===== src/rtl/p18_pkg.sv =====
`default_nettype none
// +----------------------------------------------------------------------+
// | p18_pkg: shared screen geometry, tick line and paddle FSM encoding.  |
// | Rev 1.0                                                              |
// +----------------------------------------------------------------------+
package p18_pkg;
    localparam int         SCREEN_WIDTH = 640;
    localparam int         PADDLE_WIDTH = 48;
    localparam logic [8:0] TICK_LINE    = 9'd480;
    localparam int         X_MAX        = SCREEN_WIDTH - PADDLE_WIDTH;

    typedef enum logic [1:0] {
        ST_IDLE   = 2'd0,
        ST_MOVE_L = 2'd1,
        ST_MOVE_R = 2'd2
    } state_t;
endpackage
`default_nettype wire


===== src/rtl/p18_sync2.sv =====
`default_nettype none
// +----------------------------------------------------------------------+
// | p18_sync2: two-flop synchronizer for one asynchronous input.         |
// | Rev 1.0                                                              |
// +----------------------------------------------------------------------+
module p18_sync2 (
    input  logic clk,
    input  logic nRst,
    input  logic d,
    output logic q
);
    logic r_meta;
    logic r_sync;

    always_ff @(posedge clk or negedge nRst) begin
        if (!nRst) begin
            r_meta <= 1'b0;
            r_sync <= 1'b0;
        end else begin
            r_meta <= d;
            r_sync <= r_meta;
        end
    end

    assign q = r_sync;
endmodule
`default_nettype wire


===== src/rtl/p18_paddle_controller.sv =====
`default_nettype none
// +----------------------------------------------------------------------+
// | p18_paddle_controller: button-driven paddle x with per-frame motion, |
// | acceleration and wall clamping. Rev 1.0                              |
// +----------------------------------------------------------------------+
module p18_paddle_controller
    import p18_pkg::*;
#(
    parameter int         SCREEN_WIDTH = p18_pkg::SCREEN_WIDTH,
    parameter int         PADDLE_WIDTH = p18_pkg::PADDLE_WIDTH,
    parameter int         X_RESET      = 296,
    parameter int         SPEED_MIN    = 1,
    parameter int         SPEED_MAX    = 8,
    parameter int         ACCEL_FRAMES = 4,
    parameter logic [8:0] TICK_LINE    = p18_pkg::TICK_LINE
) (
    input  logic       clk,
    input  logic       nRst,
    input  logic [9:0] hpos,
    input  logic [8:0] vpos,
    input  logic       btn_left,
    input  logic       btn_right,
    input  logic       enable,
    output logic [9:0] x,
    output logic [3:0] speed,
    output logic       at_wall,
    output logic       frame_tick
);
    localparam logic [10:0] C_X_MAX      = 11'(SCREEN_WIDTH - PADDLE_WIDTH);
    localparam logic [9:0]  C_X_RESET    = 10'(X_RESET);
    localparam logic [3:0]  C_SPEED_MIN  = 4'(SPEED_MIN);
    localparam logic [3:0]  C_SPEED_MAX  = 4'(SPEED_MAX);
    localparam logic [7:0]  C_ACCEL_LAST = 8'(ACCEL_FRAMES - 1);

    logic [1:0]  r_rst_sync;
    logic        w_rst_n;
    logic        w_left;
    logic        w_right;
    state_t      r_state, w_state_n;
    logic [9:0]  r_x, w_x_n;
    logic [3:0]  r_speed, w_speed_n;
    logic [7:0]  r_cnt, w_cnt_n;
    logic        r_tick;
    logic [10:0] w_x11, w_step11, w_diff, w_sum;

    // Assertion is immediate; release is retimed to clk so no flop sees a partial edge.
    always_ff @(posedge clk or negedge nRst) begin
        if (!nRst) r_rst_sync <= 2'b00;
        else       r_rst_sync <= {r_rst_sync[0], 1'b1};
    end
    assign w_rst_n = r_rst_sync[1];

    p18_sync2 u_sync_left  (.clk(clk), .nRst(w_rst_n), .d(btn_left),  .q(w_left));
    p18_sync2 u_sync_right (.clk(clk), .nRst(w_rst_n), .d(btn_right), .q(w_right));

    always_ff @(posedge clk or negedge w_rst_n) begin
        if (!w_rst_n) begin
            r_state <= ST_IDLE;
            r_x     <= C_X_RESET;
            r_speed <= C_SPEED_MIN;
            r_cnt   <= 8'd0;
            r_tick  <= 1'b0;
        end else begin
            r_state <= w_state_n;
            r_x     <= w_x_n;
            r_speed <= w_speed_n;
            r_cnt   <= w_cnt_n;
            r_tick  <= (hpos == 10'd0) && (vpos == TICK_LINE);
        end
    end

    assign w_x11    = {1'b0, r_x};
    assign w_step11 = {7'd0, w_speed_n};
    assign w_diff   = w_x11 - w_step11;
    assign w_sum    = w_x11 + w_step11;

    always_comb begin
        w_state_n = r_state;
        w_x_n     = r_x;
        w_speed_n = r_speed;
        w_cnt_n   = r_cnt;
        if (r_tick) begin
            if (!enable || (w_left == w_right)) begin
                w_state_n = ST_IDLE;
                w_speed_n = C_SPEED_MIN;
                w_cnt_n   = 8'd0;
            end else begin
                w_state_n = w_left ? ST_MOVE_L : ST_MOVE_R;
                if (r_state != w_state_n) begin
                    w_speed_n = C_SPEED_MIN;
                    w_cnt_n   = 8'd0;
                end else if (r_cnt == C_ACCEL_LAST) begin
                    // The frame that completes an acceleration period already moves at the new speed.
                    w_cnt_n = 8'd0;
                    if (r_speed < C_SPEED_MAX) w_speed_n = r_speed + 4'd1;
                end else begin
                    w_cnt_n = r_cnt + 8'd1;
                end
                if (w_left) w_x_n = (w_x11 < w_step11) ? 10'd0 : w_diff[9:0];
                else        w_x_n = (w_sum > C_X_MAX) ? C_X_MAX[9:0] : w_sum[9:0];
            end
        end
    end

    assign x          = r_x;
    assign speed      = r_speed;
    assign frame_tick = r_tick;
    assign at_wall    = (r_x == 10'd0) || (w_x11 == C_X_MAX);
endmodule
`default_nettype wire


===== config.mk =====
export PLATFORM = sky130hd
export DESIGN_NAME = p18_paddle_controller
export DESIGN_NICKNAME = d
export VERILOG_FILES = /design/src/rtl/p18_pkg.sv /design/src/rtl/p18_sync2.sv /design/src/rtl/p18_paddle_controller.sv
export SDC_FILE = /design/constraint.sdc
export NUM_CORES = 1
export LEC_CHECK = 0
export BUFFER_PORTS_ARGS = -buffer_cell sky130_fd_sc_hd__buf_2
export CAP_MARGIN = 15
export CORE_UTILIZATION = 45
export DETAILED_ROUTE_END_ITERATION = 8
export PLACE_DENSITY = 0.68
export SLEW_MARGIN = 40
export SYNTH_ARGS = -nofsm -noshare
export SYNTH_HDL_FRONTEND = slang
export SYNTH_SLANG_ARGS = --single-unit

===== constraint.sdc =====
create_clock -name clk -period 1.25 [get_ports clk]
set_input_delay 0.0625 -clock clk [delete_from_list [all_inputs] [get_ports clk]]
set_output_delay 0.0625 -clock clk [all_outputs]
set_load 0.02 [all_outputs]

==> impl_metrics.tcl <==
set metrics [dict create \
    status "complete, but fails checks" \
    violations "negative setup slack" \
    antenna_found_initial 0 \
    finish.utilization_pct 83.32 \
    syn_area_per_cell_um2 9.279 \
    power.density_nw_per_um2 568.6 \
    cts_buffers 5 \
    drc 0 \
    coreArea_um2 4786 \
    syn_nets 282 \
    endpoint_kind "flip-flop" \
    grt_usage_pct 29.89 \
    drive_gt1_share_pct 62.40 \
    clock_path_buffers 2 \
    start_util_pct 47.50 \
    ir_worst_vdd_mv 0.6918 \
    grt_pass1_vias 2532 \
    yosysUniqueCellTypes 65 \
    synth-main-ff-cell "dfrtp_1" \
    viasPerCell 5.948 \
    antenna_left 0 \
    crit_path_max_fanout 5 \
    drt_iter0_drc 288 \
    diodes 0 \
    startpoint_type "flip-flop" \
    leakage_nw 1.861 \
    reg2reg_depth 13 \
    crit_chain "or3b_4 > a211o_4 > buf_4 > o31ai_2 > buf_4 > ha_4 > buf_4 > nand2b_4 > nor4bb_2 > nand3_1 > and2_4 > a22o_4 > o41ai_2" \
    rows 25 \
    clk_latency_ns 0.29 \
    async_flop_share_pct 100.0 \
    drt-pass1-iter-count 5 \
    clk_pin_slew_worst_paths_ns 0.08 \
    worst_slack_ns -2.329 \
    setup_viol 25 \
    cp.arrival_ns 3.76 \
    synth_area_leaders "dfrtp_1 (30%), ha_1 (6.1%), dfstp_2 (4.6%), nor2_1 (3.1%), a21oi_1 (3.1%)" \
    synth.cell_area_um2 2273 \
    hold_viol_final 0 \
    drt_wl_total_um 9187 \
    cts.htree.levels 2 \
    cp.required_ns 1.43 \
    syn_inst 245 \
    clock_skew_ns 0.01341 \
    die_h_um 73.08 \
    global_route.overflow_total 0 \
    whs_path_depth 3 \
    num_io_pins 40 \
    hpwlAfterDp_um 4916 \
    routedWlPerCell_um 20.06 \
    portBuffers 39 \
    slowest_stage "dfrtp_1" \
    die_w_um 73.08 \
    ys_seq_area_share_pct 34.34 \
    fill_cells 267 \
    via_count 2724 \
    cts_tree "yes" \
    cp_slowest_stage_delay_ns 0.41 \
    period_share_pct 286.3 \
    crit_type "reg -> reg" \
    drv_cap 0 \
    grt_start_max_net_pins 25 \
    fin_nets 427 \
    grt_pass1_wl_um 12000 \
    finalCriticalPeriod_ns 3.579 \
    globalplace.congestion 0.8575 \
    syn_to_final_growth_pct 75.40 \
    yosysWarningCount 0 \
    cts_root_buf "clkbuf_8" \
    final_max_slew_viol_count 0 \
    die-area_um2 5340 \
    synth-edff-count 0 \
    worst_hold_path_type "in -> reg" \
    grt_setup_unrepaired "yes" \
    yosysTopAreaCellShare_pct 29.72 \
    cts.sinks 31 \
    ys_ff_latch 31 \
    power_mw 2.267 \
    yosysTopAreaCell "dfrtp_1" \
    cp_common_cell "buf_4" \
    max_freq_mhz 279.4 \
]
-- cell usage in the layout (no fill, tap or decap), drive strengths merged, types with 2 or more instances in the layout --
cell           n
a211o          2
a211oi         2
a21o           4
a21oi         15
a22o           3
a22oi          2
a31oi          3
and3           7
buf          145
clkbuf         6
clkinv         2
dfrtp         27
dfstp          4
dlygate4sd3    4
fa             2
ha            11
inv           14
mux2i          3
nand2         15
nand2b        10
nand3          9
nand4          2
nor2          19
nor3           9
nor4           7
o21ai         15
o22ai          2
o2bb2ai        2
o31a           3
o31ai          7
o41ai          3
or2            4
or3            3
xnor2          3
xor2           5
-- repair_timing --
item                                   CTS  global route
hold buffers                             4             0
buffers inserted                        10            20
pin swaps                               17            18
setup endpoints to repair               26            26
cloned                                   1             0
gates resized for setup                 48            48
endpoints found under the hold margin    5             0
-- where the power goes --
group	total [mW]	switching (mW)	internal, mW
clock	1.09	0.441	0.646
sequential	1.02	0.0100	1.01
combinational	0.158	0.0708	0.0870
-- registers in the layout, indices dropped and copies added (netlist names) --
| name | flops |
|---|---|
| x | 10 |
| u_sync_right.r_meta | 1 |
| r_cnt | 8 |
| r_state | 2 |
| u_sync_left.q | 1 |
| frame_tick | 1 |
| u_sync_left.r_meta | 1 |
| u_sync_right.q | 1 |
| r_rst_sync | 2 |
| speed | 4 |
-- worst paths after layout --
kind	from	to	slack, ns
min in group asynchronous	nRst	r_rst_sync[0]	0.08
worst min register to register	r_rst_sync[1]	u_sync_left.r_meta	0.12
worst min-delay path	vpos[7]	frame_tick	0.001
worst max-delay path	u_sync_left.q	x[2]	-2.33
worst max register to register	u_sync_left.q	x[2]	-2.33
max in group asynchronous	r_rst_sync[1]	x[8]	0.62
-- synthesized netlist by cell type (all sizes together), types with 2 or more instances --
cell type and instances:
o21ai 15, a22o 3, nor3 9, o2bb2ai 2
o31ai 7, a21oi 15, and3 7, nor4 7
xor2 5, nand2b 9, o31a 3, nor2 19
dfrtp 27, nand3 9, o22ai 2, o41ai 3
or2 4, clkbuf 2, mux2i 3, a31oi 3
nand4 2, fa 2, a211oi 2, nand2 15
inv 14, dfstp 4, or3 3, buf 10
a22oi 2, ha 11, a21o 4, a211o 2
xnor2 3
-- layer usage --
metal	part of all wire [%]	global-route usage, %
met1	41	37.40
met2	49	49.28
met3	7.4	9.392
met4	2.2	8.932
met5	0	0
-- kinds of logic after synthesis --
| kind of cell | after synthesis | share of synthesized area (%) |
|---|---|---|
| other | 1 | 0.1649 |
| and+or+nand+nor | 90 | 22.02 |
| adders and majority gates | 13 | 7.815 |
| DFF | 31 | 34.34 |
| buffers and inverters | 27 | 6.604 |
| muxes | 4 | 2.311 |
| AOI/OAI and AO/OA | 71 | 23.67 |
| xor gates and xnor gates | 8 | 3.082 |
-- worst max-delay path: cells and delay by family, from the launching register on --
kind / cells / cell delay [ns]
buffers and inverters: 3 / 0.49
AND/OR/NAND/NOR: 5 / 1.26
adder cells (fa/ha/maj): 1 / 0.21
AO/OA/AOI/OAI: 4 / 1.12
flip-flops: 1 / 0.41
-- area by class of cell --
class | instances | area (µm²) | share of cell area (%)
multi-input combinational | 188 | 1772 | 44.43
timing repair buffer | 149 | 1172 | 29.40
sequential | 31 | 783.3 | 19.64
tap | 67 | 83.83 | 2.102
clock buffer | 6 | 82.58 | 2.071
inverter | 15 | 58.81 | 1.475
clock inverter | 2 | 35.03 | 0.8786
-- per-stage QoR --
step	cell area, µm²	std cells	worst slack, ns	TNS (ns)	hold slack, ns
2_1_floorplan	2367	245	-2.040	-24.14	-0.2331
3_3_place_gp	3173	417	-2.251	-27.60	-0.1511
3_5_place_dp	3173	417	-2.248	-28.31	-0.1501
4_1_cts	3647	440	-2.085	-27.45	0.01047
5_1_grt	3988	458	-2.387	-33.43	0.001816
6_report	3988	458	-2.329	-32.26	0.0009655
(Power assumes the default switching activity.)
